**config.mk**
```make
export PLATFORM = sky130hd
export DESIGN_NAME = wb_port_arbiter
export DESIGN_NICKNAME = d
export VERILOG_FILES = /design/src/rtl/wb_port_arbiter.sv
export SDC_FILE = /design/constraint.sdc
export NUM_CORES = 1
export LEC_CHECK = 0
export CORE_UTILIZATION = 51
export DETAILED_ROUTE_END_ITERATION = 10
export PLACE_DENSITY_LB_ADDON = 0.12
export SLEW_MARGIN = 25
export SYNTH_ARGS = -nofsm -noshare
export SYNTH_HDL_FRONTEND = slang
export SYNTH_SLANG_ARGS = --single-unit
```
**constraint.sdc**
```tcl
create_clock -name clk -period 5.58 [get_ports clk]
set_input_delay 0.558 -clock clk [delete_from_list [all_inputs] [get_ports clk]]
set_output_delay 0.558 -clock clk [all_outputs]
set_load 0.1 [all_outputs]
```
**src/rtl/wb_port_arbiter.sv**
```systemverilog
// Register-file write-port arbiter: shares the WB write port between the in-order pipeline
// and a buffered multi-cycle (MUL/DIV) result stream, with starvation stall and stale-result squash.
module wb_port_arbiter #(
  parameter int DATA_WIDTH   = 16,
  parameter int REG_WIDTH    = 4,
  parameter int FIFO_DEPTH   = 2,
  parameter int STARVE_LIMIT = 4
) (
  input  logic                  clk,
  input  logic                  rst,
  input  logic                  pipe_we_i,
  input  logic [REG_WIDTH-1:0]  pipe_addr_i,
  input  logic [DATA_WIDTH-1:0] pipe_data_i,
  input  logic                  mc_valid_i,
  input  logic [REG_WIDTH-1:0]  mc_addr_i,
  input  logic [DATA_WIDTH-1:0] mc_data_i,
  output logic                  mc_ready_o,
  output logic                  rf_we_o,
  output logic [REG_WIDTH-1:0]  rf_addr_o,
  output logic [DATA_WIDTH-1:0] rf_data_o,
  output logic                  stall_o
);

  localparam int PTR_W = $clog2(FIFO_DEPTH);
  localparam int CNT_W = $clog2(FIFO_DEPTH + 1);
  localparam int STV_W = $clog2(STARVE_LIMIT + 1);

  logic [FIFO_DEPTH-1:0] entryVld;
  logic [REG_WIDTH-1:0]  entryAddr [FIFO_DEPTH];
  logic [DATA_WIDTH-1:0] entryData [FIFO_DEPTH];
  logic [PTR_W-1:0]      headPtr, tailPtr;
  logic [CNT_W-1:0]      count;
  logic [STV_W-1:0]      starveCnt;

  logic headLive, accept, grantHead, grantPipe, pop;

  // Every handshake term is gated by rst so nothing escapes during the reset cycle.
  assign mc_ready_o = !rst && (count < CNT_W'(FIFO_DEPTH));
  assign accept     = mc_valid_i && mc_ready_o;
  assign headLive   = (count != '0) && entryVld[headPtr];
  assign stall_o    = !rst && headLive && (starveCnt == STV_W'(STARVE_LIMIT));
  assign grantHead  = !rst && (stall_o || (!pipe_we_i && headLive));
  assign grantPipe  = !rst && !stall_o && pipe_we_i;
  assign pop        = grantHead || (!rst && (count != '0) && !entryVld[headPtr]);

  // NOTE: every output of a combinational block gets a default first, so no latch is inferred.
  always_comb begin
    rf_we_o   = 1'b0;
    rf_addr_o = '0;
    rf_data_o = '0;
    if (grantHead) begin
      rf_we_o   = 1'b1;
      rf_addr_o = entryAddr[headPtr];
      rf_data_o = entryData[headPtr];
    end else if (grantPipe) begin
      rf_we_o   = 1'b1;
      rf_addr_o = pipe_addr_i;
      rf_data_o = pipe_data_i;
    end
  end

  // NOTE: sequential state uses non-blocking assignments; later assignments to the same
  // entryVld bit win, so an enqueue overrides the squash loop on the tail slot.
  always_ff @(posedge clk) begin
    if (rst) begin
      entryVld  <= '0;
      headPtr   <= '0;
      tailPtr   <= '0;
      count     <= '0;
      starveCnt <= '0;
    end else begin
      for (int i = 0; i < FIFO_DEPTH; i++) begin
        if (grantPipe && entryVld[i] && (entryAddr[i] == pipe_addr_i)) begin
          entryVld[i] <= 1'b0;
        end
      end
      if (accept) begin
        entryVld[tailPtr] <= !(grantPipe && (mc_addr_i == pipe_addr_i));
        tailPtr           <= tailPtr + 1'b1;
      end
      if (pop) begin
        headPtr <= headPtr + 1'b1;
      end
      case ({accept, pop})
        2'b10:   count <= count + 1'b1;
        2'b01:   count <= count - 1'b1;
        default: count <= count;
      endcase
      if (headLive && grantPipe) begin
        if (starveCnt != STV_W'(STARVE_LIMIT)) begin
          starveCnt <= starveCnt + 1'b1;
        end
      end else begin
        starveCnt <= '0;
      end
    end
  end

  // NOTE: payload storage has no reset; validity is carried by entryVld and count alone.
  always_ff @(posedge clk) begin
    if (accept) begin
      entryAddr[tailPtr] <= mc_addr_i;
      entryData[tailPtr] <= mc_data_i;
    end
  end

endmodule

```
==> run summary <==
Run status
• complete, but fails checks — result of the run
• DRC — failing checks

STA
• 4.224 ns — time the worst path needs with I/O delays and setup
• 34.86% — Slew HR
• 0.2367 GHz — peak clock frequency supported by timing
• 0 — final-report hold violation count
• 0 ns — summed negative setup slack over all endpoints
• 0.9740 ns — slew at the pin with the worst max-slew slack
• no — RSZ-0062 raised after global routing
• 75.70% — final critical-path share of the clock period
• 0.4573 ns — tightest hold margin
• 0 — Finish-stage setup viols
• 0.006278 ns — Clock Skews
• 0 — final slew viol count

Run
• 0 — number of max-capacitance violations reported

Finish
• 944.7 µm² — combined area of the multi-input logic cells
• 1401 µm² — register area
• 0 — ant diodes
• 275 — number of nets in the layout
• 23.14% — share of layout cells above drive strength 1
• 321 — fill cell instance count of the final layout
• 31.15% — P&R area growth vs syn
• 3151 µm² — cell area after layout

Worst setup path
• 3.67 ns — Arrival @ worst endpoint
• 3.43 ns — flop-to-flop setup slack
• 7 — depth of the worst register-to-register path
• entryVld[1] — worst flop-to-flop path endpoint
• starveCnt[0] — origin of the critical flop-to-flop path
• 14 — critical path peak fanout
• input port — startpoint type of the worst setup path
• in2out — type of the worst setup path
• output pin — CP Capture Type
• 5.02 ns — worst path required time

Power and ir drop
• 1.037 nW — Leakage Power
• 304.3 nW/µm² — power per standard cell area
• 958.7 µW — overall power
• 0.0001797 V — peak ir drop on the vdd network

Synthesis
• 159 — Mapped Cells
• edfxtp_1 — most used flip-flop cell after synthesis
• 15.11 µm² — average cell area after synthesis
• 0% — share of flip-flops with an asynchronous set or reset after synthesis
• edfxtp_1 — library cell with the largest summed area after synthesis
• 31 — number of distinct library cell variants in the gate-level netlist after synthesis
• edfxtp_1 (50%), o2bb2ai_2 (13%), mux2i_1 (9.6%) — dominant cells by area after synthesis
• 40 — number of synthesized flops with an enable pin
• 2402 µm² — area of the mapped netlist
• edfxtp_1 — most frequently used cell type in the post-synthesis netlist
• 206 — Post-Synthesis Net Count
• 58.33% — portion of the post-synthesis area used by sequential elements
• 50 — flip-flop and latch count after synthesis
• 0 — YS warnings
• edfxtp_1 (40), mux2i_1 (23), o2bb2ai_2 (20) — most instantiated cells after synthesis
• 50.00% — area share of the leading cell type in the synthesized netlist

Global routing
• 25.64% — met1 track demand over resource in global routing
• met2 — busiest metal layer after global routing
• 20.06% — total track usage
• 34.63% — grt met2 use
• 1611 — number of global-route vias before repair
• 0 — antenna violations before repair
• 0 — leftover overflow at the end of global routing
• 7.728 mm — first-pass GRT wire length
• 5.128% — met3 global-route usage
• 23 — maximum number of pins on one net before global-route repair

Die
• 70.63 µm — die extent in y
• 54.05% — starting density of the core
• 24 — number of cell rows
• 67 — I/O pin count
• 4989 µm² — Total Die Area
• 4444 µm² — CORE AREA
• 70.63 µm — x dimension of the die

Min path
• reg2reg — type of the most critical hold path
• starveCnt[0] — hold wc startpoint
• starveCnt[0] — worst hold endpoint
• 1 — number of cells on the worst hold path

Clocking
• 0.08 ns — CTS clock-pin slew for the worst setup and hold paths
• built — TritonCTS clock tree
• 5 — number of buffers created by CTS
• 2 — deepest clock path buffer count
• 50 — number of clock sinks
• 0 — Post-CTS Setup Bufs
• 2 — number of H-tree levels
• 0.29 ns — clock latency at the later pin of the worst-skew pair
• 0 — number of gates given a new drive strength after cts
• clkbuf_8 — CTS Root Buffer Type
• 0 — cts-stage hold buffer count

Detailed routing
• 74 — drt first-iter violations
• 12 — # DRC
• 1493 — number of vias after detailed routing
• 7 — number of search-and-repair iterations in the first detailed-routing pass
• 0 — Routed Antenna Nets
• 16.51 µm — final routed wire length divided by cell count
• 4.639 mm — total routed wirelength
• 5.313 — vias per cell

Place
• 66 — port buffer count
• 0.7652 — routability cong.
• 3069 µm² — instance area after placement
• 3.344 mm — detailed placement HPWL

==> through the flow <==
step                std cells  setup WS, ns  utilization, %
floorplan                 159         1.310               -
global placement          273         1.464           69.03
detailed placement        273         1.362           69.06
CTS                       281         1.372           70.89
global route              281         1.208           70.89
finish                    281         1.356           70.89
==> registers in the layout, summed over array words and instances, names as in the netlist, named ones only <==
signal / cells
count: 2
entryAddr: 8
entryData: 32
entryVld: 2
headPtr: 1
starveCnt: 3
tailPtr: 1
==> placed cells by master (no fill, tap or decap), drive strengths merged, types with 3 or more instances in the layout <==
cell           Yosys  routed
nand2              4       4
dfxtp             10      10
xnor2             14      14
nand4              3       3
mux2i             23      23
nor2              13      13
clkdlybuf4s50      0      50
inv                4       4
buf                5      19
o2bb2ai           20      20
edfxtp            40      40
ha                 3       3
nor3               4       4
clkbuf             2       6
==> where the power goes <==
part           leakage, nW  switching [mW]  internal (mW)
Clock               0.0426           0.111         0.0864
Sequential           0.448          0.0278          0.438
Combinational        0.546           0.177          0.118
==> cell type report <==
class	instances	share of cell area, %
Clock buffer	6	2.303
Clock inverter	2	0.2780
Inverter	4	0.4766
Multi-Input combinational cell	98	29.98
Sequential cell	50	44.48
Tap cell	52	2.065
Timing Repair Buffer	69	20.41
==> worst max-delay path, stage by stage <==
cell and delay (ns):
clkdlybuf4s50_1 0.71, nor3_1 0.37, nand2_1 0.36, buf_4 0.34, o2bb2ai_2 0.16, clkdlybuf4s50_1 1.15
==> worst max-delay path by stage <==
stage / to / cells after the start / startpoint
after global routing: rf_data_o[4] / 6 / rst
after floorplan: stall_o / 2 / rst
after detailed placement: rf_data_o[12] / 6 / rst
after global placement: rf_data_o[14] / 6 / rst
after CTS: rf_data_o[12] / 6 / rst
final: rf_data_o[12] / 6 / rst
==> routing by layer <==
layer  wire length (µm)  up-vias  share of wire, %
li1                   -      742                 -
met5                  0        -                 0
met3                228        6               4.9
met2               2338       37                50
met1               2032      708                44
met4                 39        0              0.84
==> logic make-up after synthesis <==
kind of cell,after synthesis,synth area share [%]
DFF,50,58.33
and+or+nand+nor,29,6.354
xor gates and xnor gates,16,5.834
muxes,24,10.21
adders and majority gates,3,1.563
AOI/OAI and AO/OA,26,15.05
buffers and inverters,11,2.656
No activity file was read; power rests on OpenSTA's default activity.
